==> src/rtl/i2c_seq_pkg.sv <==
// Shared types for the I2C command sequencer: FSM states, the queued command
// record and the data_sel encodings of the master's byte port.
package i2c_seq_pkg;

  typedef enum logic [2:0] {
    ST_IDLE, ST_LD_A, ST_WT_A, ST_LD_R, ST_WT_R, ST_LD_D, ST_WT_D
  } state_e;

  typedef struct packed {
    logic [6:0] slv_addr;
    logic [7:0] reg_idx;
    logic [7:0] data;
  } cmd_t;

  localparam int   CMD_W    = $bits(cmd_t);
  localparam logic SEL_CTRL = 1'b0;
  localparam logic SEL_DATA = 1'b1;

  function automatic logic is_wait(input state_e s);
    return (s == ST_WT_A) || (s == ST_WT_R) || (s == ST_WT_D);
  endfunction

endpackage

==> src/rtl/i2c_cmd_fifo.sv <==
// Show-ahead synchronous FIFO; push while full and pop while empty are ignored.
module i2c_cmd_fifo #(
  parameter int DEPTH = 4,
  parameter int WIDTH = 23
) (
  input  logic                   clk_i,
  input  logic                   rst_i,
  input  logic                   push_i,
  input  logic                   pop_i,
  input  logic [WIDTH-1:0]       wdata_i,
  output logic [WIDTH-1:0]       rdata_o,
  output logic                   full_o,
  output logic                   empty_o,
  output logic [$clog2(DEPTH):0] count_o
);
  localparam int AW = $clog2(DEPTH);

  logic [WIDTH-1:0] mem_q [DEPTH];
  logic [AW-1:0]    wr_ptr_q, rd_ptr_q;
  logic [AW:0]      count_q;
  logic             do_push, do_pop;

  assign full_o  = (count_q == (AW+1)'(DEPTH));
  assign empty_o = (count_q == '0);
  assign count_o = count_q;
  assign rdata_o = mem_q[rd_ptr_q];
  assign do_push = push_i & ~full_o;
  assign do_pop  = pop_i & ~empty_o;

  // storage needs no reset; count and pointers define what is valid
  always_ff @(posedge clk_i) begin
    if (do_push) mem_q[wr_ptr_q] <= wdata_i;
  end

  always_ff @(posedge clk_i) begin
    if (rst_i) begin
      wr_ptr_q <= '0;
      rd_ptr_q <= '0;
      count_q  <= '0;
    end else begin
      if (do_push) wr_ptr_q <= wr_ptr_q + AW'(1);
      if (do_pop)  rd_ptr_q <= rd_ptr_q + AW'(1);
      count_q <= count_q + {{AW{1'b0}}, do_push} - {{AW{1'b0}}, do_pop};
    end
  end

endmodule

==> src/rtl/i2c_cmd_seq.sv <==
// Replays queued register-write commands as address/register/data byte loads
// into an I2C master, waiting on the completion interrupt after each byte.
module i2c_cmd_seq
  import i2c_seq_pkg::*;
#(
  parameter int DEPTH   = 4,
  parameter int TIMEOUT = 1023
) (
  input  logic       pclk,
  input  logic       prst,
  input  logic       cmd_valid,
  output logic       cmd_ready,
  input  logic [6:0] cmd_slv_addr,
  input  logic [7:0] cmd_reg,
  input  logic [7:0] cmd_data,
  output logic [7:0] data_in,
  output logic       data_sel,
  output logic       data_wr,
  output logic       apb_we,
  output logic       apb_re,
  input  logic       i2c_if,
  output logic       busy,
  output logic       done,
  output logic       err
);
  localparam int CW = $clog2(TIMEOUT + 1);

  state_e              state_q, state_d;
  cmd_t                cmd_q, fifo_rdata, fifo_wdata;
  logic [CW-1:0]       cnt_q;
  logic                i2c_if_q;
  logic                fifo_full, fifo_empty, push, pop;
  logic [$clog2(DEPTH):0] fifo_count;
  logic                rise, wait_st, to_hit;
  logic [7:0]          data_in_q, data_in_d;
  logic                data_sel_q, data_sel_d, data_wr_q, data_wr_d;
  logic                done_q, done_d, err_q, err_d;

  assign fifo_wdata = '{slv_addr: cmd_slv_addr, reg_idx: cmd_reg, data: cmd_data};
  assign push       = cmd_valid & ~fifo_full;
  assign pop        = (state_q == ST_IDLE) & ~fifo_empty;

  i2c_cmd_fifo #(.DEPTH(DEPTH), .WIDTH(CMD_W)) u_fifo (
    .clk_i   (pclk),
    .rst_i   (prst),
    .push_i  (push),
    .pop_i   (pop),
    .wdata_i (fifo_wdata),
    .rdata_o (fifo_rdata),
    .full_o  (fifo_full),
    .empty_o (fifo_empty),
    .count_o (fifo_count)
  );

  assign rise    = i2c_if & ~i2c_if_q;
  assign wait_st = is_wait(state_q);
  // a rise on the deciding edge wins over the timeout
  assign to_hit  = (cnt_q == CW'(TIMEOUT - 1));

  always_ff @(posedge pclk) begin
    if (prst) state_q <= ST_IDLE;
    else      state_q <= state_d;
  end

  always_comb begin
    state_d = state_q;
    unique case (state_q)
      ST_IDLE: if (!fifo_empty) state_d = ST_LD_A;
      ST_LD_A: state_d = ST_WT_A;
      ST_WT_A: if (rise) state_d = ST_LD_R; else if (to_hit) state_d = ST_IDLE;
      ST_LD_R: state_d = ST_WT_R;
      ST_WT_R: if (rise) state_d = ST_LD_D; else if (to_hit) state_d = ST_IDLE;
      ST_LD_D: state_d = ST_WT_D;
      ST_WT_D: if (rise || to_hit) state_d = ST_IDLE;
      default: state_d = ST_IDLE;
    endcase
  end

  always_comb begin
    data_in_d  = data_in_q;
    data_sel_d = data_sel_q;
    data_wr_d  = 1'b0;
    done_d     = (state_q == ST_WT_D) & rise;
    err_d      = wait_st & ~rise & to_hit;
    unique case (state_q)
      ST_LD_A: begin data_in_d = {cmd_q.slv_addr, 1'b0}; data_sel_d = SEL_CTRL; data_wr_d = 1'b1; end
      ST_LD_R: begin data_in_d = cmd_q.reg_idx;          data_sel_d = SEL_DATA; data_wr_d = 1'b1; end
      ST_LD_D: begin data_in_d = cmd_q.data;             data_sel_d = SEL_DATA; data_wr_d = 1'b1; end
      default: ;
    endcase
  end

  always_ff @(posedge pclk) begin
    if (prst) begin
      cmd_q      <= '0;
      cnt_q      <= '0;
      i2c_if_q   <= 1'b0;
      data_in_q  <= '0;
      data_sel_q <= 1'b0;
      data_wr_q  <= 1'b0;
      done_q     <= 1'b0;
      err_q      <= 1'b0;
    end else begin
      i2c_if_q   <= i2c_if;
      cnt_q      <= wait_st ? cnt_q + CW'(1) : '0;
      if (pop) cmd_q <= fifo_rdata;
      data_in_q  <= data_in_d;
      data_sel_q <= data_sel_d;
      data_wr_q  <= data_wr_d;
      done_q     <= done_d;
      err_q      <= err_d;
    end
  end

  assign cmd_ready = ~fifo_full;
  assign busy      = (fifo_count != '0) || (state_q != ST_IDLE);
  assign data_in   = data_in_q;
  assign data_sel  = data_sel_q;
  assign data_wr   = data_wr_q;
  assign apb_we    = data_wr_q;
  assign apb_re    = 1'b0;
  assign done      = done_q;
  assign err       = err_q;

endmodule
==> config.mk <==
export PLATFORM = sky130hd
export DESIGN_NAME = i2c_cmd_seq
export DESIGN_NICKNAME = d
export VERILOG_FILES = /design/src/rtl/i2c_seq_pkg.sv /design/src/rtl/i2c_cmd_fifo.sv /design/src/rtl/i2c_cmd_seq.sv
export SDC_FILE = /design/constraint.sdc
export NUM_CORES = 1
export LEC_CHECK = 0
export CAP_MARGIN = 20
export CORE_UTILIZATION = 30
export DETAILED_ROUTE_END_ITERATION = 7
export HOLD_SLACK_MARGIN = 0.1
export SLEW_MARGIN = 10
export SYNTH_ARGS = -nofsm -noshare
export SYNTH_HDL_FRONTEND = slang
export SYNTH_SLANG_ARGS = --single-unit
export TNS_END_PERCENT = 5
==> constraint.sdc <==
create_clock -name pclk -period 2.6 [get_ports pclk]
set_clock_uncertainty 0.1 [all_clocks]
set_input_delay 0.26 -clock pclk [delete_from_list [all_inputs] [get_ports pclk]]
set_output_delay 0.26 -clock pclk [all_outputs]
set_load 0.01 [all_outputs]
==> Implementation_results.wiki <==
{| class="wikitable"
! Metric !! Value
|-
| # hold bufs at CTS || 0
|-
| Worst hold-check path type || input pin to flop
|-
| Critical R2R Launch || state_q[0]$_SDFFE_PP0P_
|-
| Gr usage total || between 10 and 15%
|-
| Final period demand of the worst path || 2350 ps
|-
| Antenna fix cells || 0
|-
| Number of sinks on the clock net || 148
|-
| Final setup margin || 247 ps
|-
| Cell type contributing the most total cell area after synthesis || sky130_fd_sc_hd__edfxtp_1
|-
| Flop and latch count out of synthesis || 148
|-
| Number of primary I/O pins || 43
|-
| Count of flip-flops with a built-in enable after synthesis || 92
|-
| Initial standard-cell utilization of the core || 31.0%
|-
| Clock tree from TritonCTS || yes
|-
| Crit end category || primary output
|-
| Worst path arrival time || 1990 ps
|-
| Outcome || finished clean
|-
| Endpoint of the worst-slack reg-to-reg timing path || u_fifo.count_o[2]$_SDFF_PP0_
|-
| Register-to-Register Setup Slack || 390 ps
|-
| Antenna violations before repair || 0
|-
| Synth Cell Area || 0.00588 mm^2
|-
| Total power per unit cell area || 1060 mW/mm^2
|-
| Largest driver fanout on the critical path || 7
|-
| Worst ir drop on vdd || 497 uV
|-
| Number of nets with antenna violations after routing || 0
|-
| Filler cell count || 1777
|-
| DPL Wire Length || between 7000 and 8000 um
|-
| Gate count after technology mapping || 419
|-
| Vertical die dimension || 142 um
|-
| Hold-critical path endpoint || u_fifo.mem_q[0][6]$_DFFE_PP_
|-
| Combined area of the multi-input logic cells || 0.00180 mm^2
|-
| Average wire length per cell after detail routing || 15.4 um
|-
| Leakage power of the design || approximately 0.0024 uW
|-
| Number of buffers inserted during clock tree synthesis || 17
|-
| Post-synthesis sequential area ratio || approximately 66%
|-
| Critical path required time || 2240 ps
|-
| Setup bufs post-CTS || 0
|-
| Share of layout cells above drive strength 1 || 16.4%
|-
| Number of different library cells in the post-synthesis netlist || 46
|-
| Final Wtd Congestion || 0.734
|-
| Total of endpoints with negative setup slack in the final report || 0
|-
| Quantity of I/O buffers inserted on ports || 41
|-
| Total wire length || 11400 um
|-
| Core Region || roughly 0.019 mm^2
|-
| Synth warn || 0
|-
| Number of nets produced by synthesis || 455
|-
| Maximum number of pins on one net before global-route repair || 45
|-
| Final hold violation count || 0
|-
| Maximum clock frequency || 0.425 GHz
|-
| Die outline area || 0.0202 mm^2
|-
| Root buf cell || sky130_fd_sc_hd__clkbuf_16
|-
| Max-cap violations || 0
|-
| Fin nets || around 500
|-
| Global-route wire length before repair || around 18000 um
|-
| Portion of synthesized cell area occupied by the leading cell type || 46.9%
|-
| Synth-to-Final Area Change || 21.2%
|-
| RSZ-0062 raised after global routing || false
|-
| Synth top area cells || sky130_fd_sc_hd__edfxtp_1 (47%), sky130_fd_sc_hd__dfxtp_1 (19%), sky130_fd_sc_hd__mux4_2 (8.8%)
|-
| FFs w/ async S/R, synth || 0%
|-
| Pre-Repair DR Iteration Count || 4
|-
| Sequential Area || between 0.003 and 0.004 mm^2
|-
| Fin. max-slew vios || 0
|-
| Commonest cells after routing, fill and taps aside || sky130_fd_sc_hd__edfxtp_1 (92), sky130_fd_sc_hd__dfxtp_1 (56), sky130_fd_sc_hd__clkdlybuf4s50_1 (41)
|-
| Routed vias/inst || around 4.7
|-
| Number of global-route vias before repair || 3615
|-
| Dominant register cell in the synthesized netlist || sky130_fd_sc_hd__edfxtp_1
|-
| Count of unresolved DRC violations after routing || 0
|-
| Clock transition at the register clock pins on the worst setup and hold paths after CTS || 60 ps
|-
| Most frequent standard cell in the layout excluding fill and tap cells || sky130_fd_sc_hd__edfxtp_1
|-
| Category of the worst setup path launch point || flop
|-
| Die width || 142 um
|-
| Post-CTS sizing || 0
|-
| Hold path depth || 1
|-
| Final-layout setup total negative slack || 0 ps
|-
| Pre-CTS setup slack || 367 ps
|-
| H-tree depth || 4
|-
| Post-route clock period utilization || roughly nine tenths
|-
| Mapped Avg Cell Area || 14.0 um^2
|-
| Final global-route overflow total || 0
|-
| Insertion delay to the later sink of the worst-skew pair || 420 ps
|-
| Maximum clock path buffer count || 2
|-
| Count of routing violations after the opening detailed-route iteration || between 150 and 200
|-
| Routed vias || 3480
|-
| Placement Rows || 50
|-
| Depth of the most critical reg-to-reg path || 9
|-
| Launch point of the worst hold path || cmd_data[6]
|-
| Critical path class || flop to primary output
|}
[metrics by stage]
step	instances	utilization, %	power (uW)	hold WS (ps)	cell area [um^2]
after floorplan	419	-	4680	259	5880
after global placement	704	34.7	5300	357	6590
after detailed placement	704	34.7	5370	367	6590
after CTS	736	37.6	7650	354	7130
after global routing	736	37.6	8020	358	7130
final	736	37.6	7570	374	7130
[sequential cells by signal, indices dropped and copies added, names as in the netlist]
name and flops:
done 1, data_sel 1, u_fifo.count_o 3, u_fifo.mem_q 92
u_fifo.rd_ptr_q 2, cmd_q 23, cnt_q 10, data_in 8
state_q 3, u_fifo.wr_ptr_q 2, apb_we 1, err 1
i2c_if_q 1
[worst max-delay path: stages (launching register included)]
cell                              delay, ps
sky130_fd_sc_hd__dfxtp_1                430
sky130_fd_sc_hd__nor3b_1                410
sky130_fd_sc_hd__inv_1                  210
sky130_fd_sc_hd__clkdlybuf4s50_1        520
[final cells by class]
| type | count | area share (%) |
|---|---|---|
| clock buffer | 22 | 6.51 |
| clock inverter | 10 | 1.18 |
| inverter | 12 | 0.631 |
| multi-input combinational | 229 | 25.3 |
| sequential | 148 | 54.4 |
| tap | 260 | 4.56 |
| timing repair buffer | 55 | 7.40 |
[layer usage]
metal  vias up  share of wire [%]  track usage [%]
li1       1671                  -                -
met1      1722                 44             14.5
met2        70                 50             20.5
met3        17                5.0             4.41
met4         0                1.4             4.70
met5         -                  0                0
[power breakdown]
group	total, uW	leakage [uW]	internal, uW	switching, uW
Combinational	2200	0.000782	986	1220
Sequential	3110	0.00130	2910	195
Clock	2260	0.000271	1360	902
[cells by family (layout without fill, tap and decap cells)]
| family | Yosys count | in the layout | synth area share [%] |
|---|---|---|---|
| mux | 31 | 31 | 10.3 |
| xor+xnor | 6 | 6 | 0.893 |
| fa+ha+maj | 9 | 9 | 2.04 |
| other cells | 1 | 1 | 0.0637 |
| buf+inv | 42 | 99 | 3.34 |
| flops | 148 | 148 | 66.0 |
| simple gates | 96 | 96 | 8.91 |
| compound gates | 86 | 86 | 8.44 |
[worst max path at each step]
stage	slack [ps]	cells after the start	from	endpoint
floorplan	320	11	state_q[1]$_SDFFE_PP0P_	u_fifo.count_o[2]$_SDFF_PP0_
global placement	460	9	state_q[0]$_SDFFE_PP0P_	u_fifo.count_o[2]$_SDFF_PP0_
detailed placement	370	9	state_q[0]$_SDFFE_PP0P_	u_fifo.count_o[2]$_SDFF_PP0_
CTS	240	3	u_fifo.count_o[2]$_SDFF_PP0_	cmd_ready
global route	150	3	u_fifo.count_o[2]$_SDFF_PP0_	cmd_ready
finish	250	3	u_fifo.count_o[2]$_SDFF_PP0_	cmd_ready
[Yosys cell counts, types with 7 or more instances]
master / instances
sky130_fd_sc_hd__a211oi_1: 9
sky130_fd_sc_hd__a21oi_1: 30
sky130_fd_sc_hd__buf_2: 10
sky130_fd_sc_hd__clkbuf_1: 14
sky130_fd_sc_hd__dfxtp_1: 56
sky130_fd_sc_hd__edfxtp_1: 92
sky130_fd_sc_hd__ha_1: 8
sky130_fd_sc_hd__inv_1: 12
sky130_fd_sc_hd__mux2_2: 7
sky130_fd_sc_hd__mux4_2: 23
sky130_fd_sc_hd__nand2b_1: 9
sky130_fd_sc_hd__nand3_1: 31
sky130_fd_sc_hd__nor2_1: 21
sky130_fd_sc_hd__o21ai_0: 20
sky130_fd_sc_hd__o21ai_1: 10
sky130_fd_sc_hd__o22ai_1: 8
Note: power is estimated with default switching activity, not from simulation.
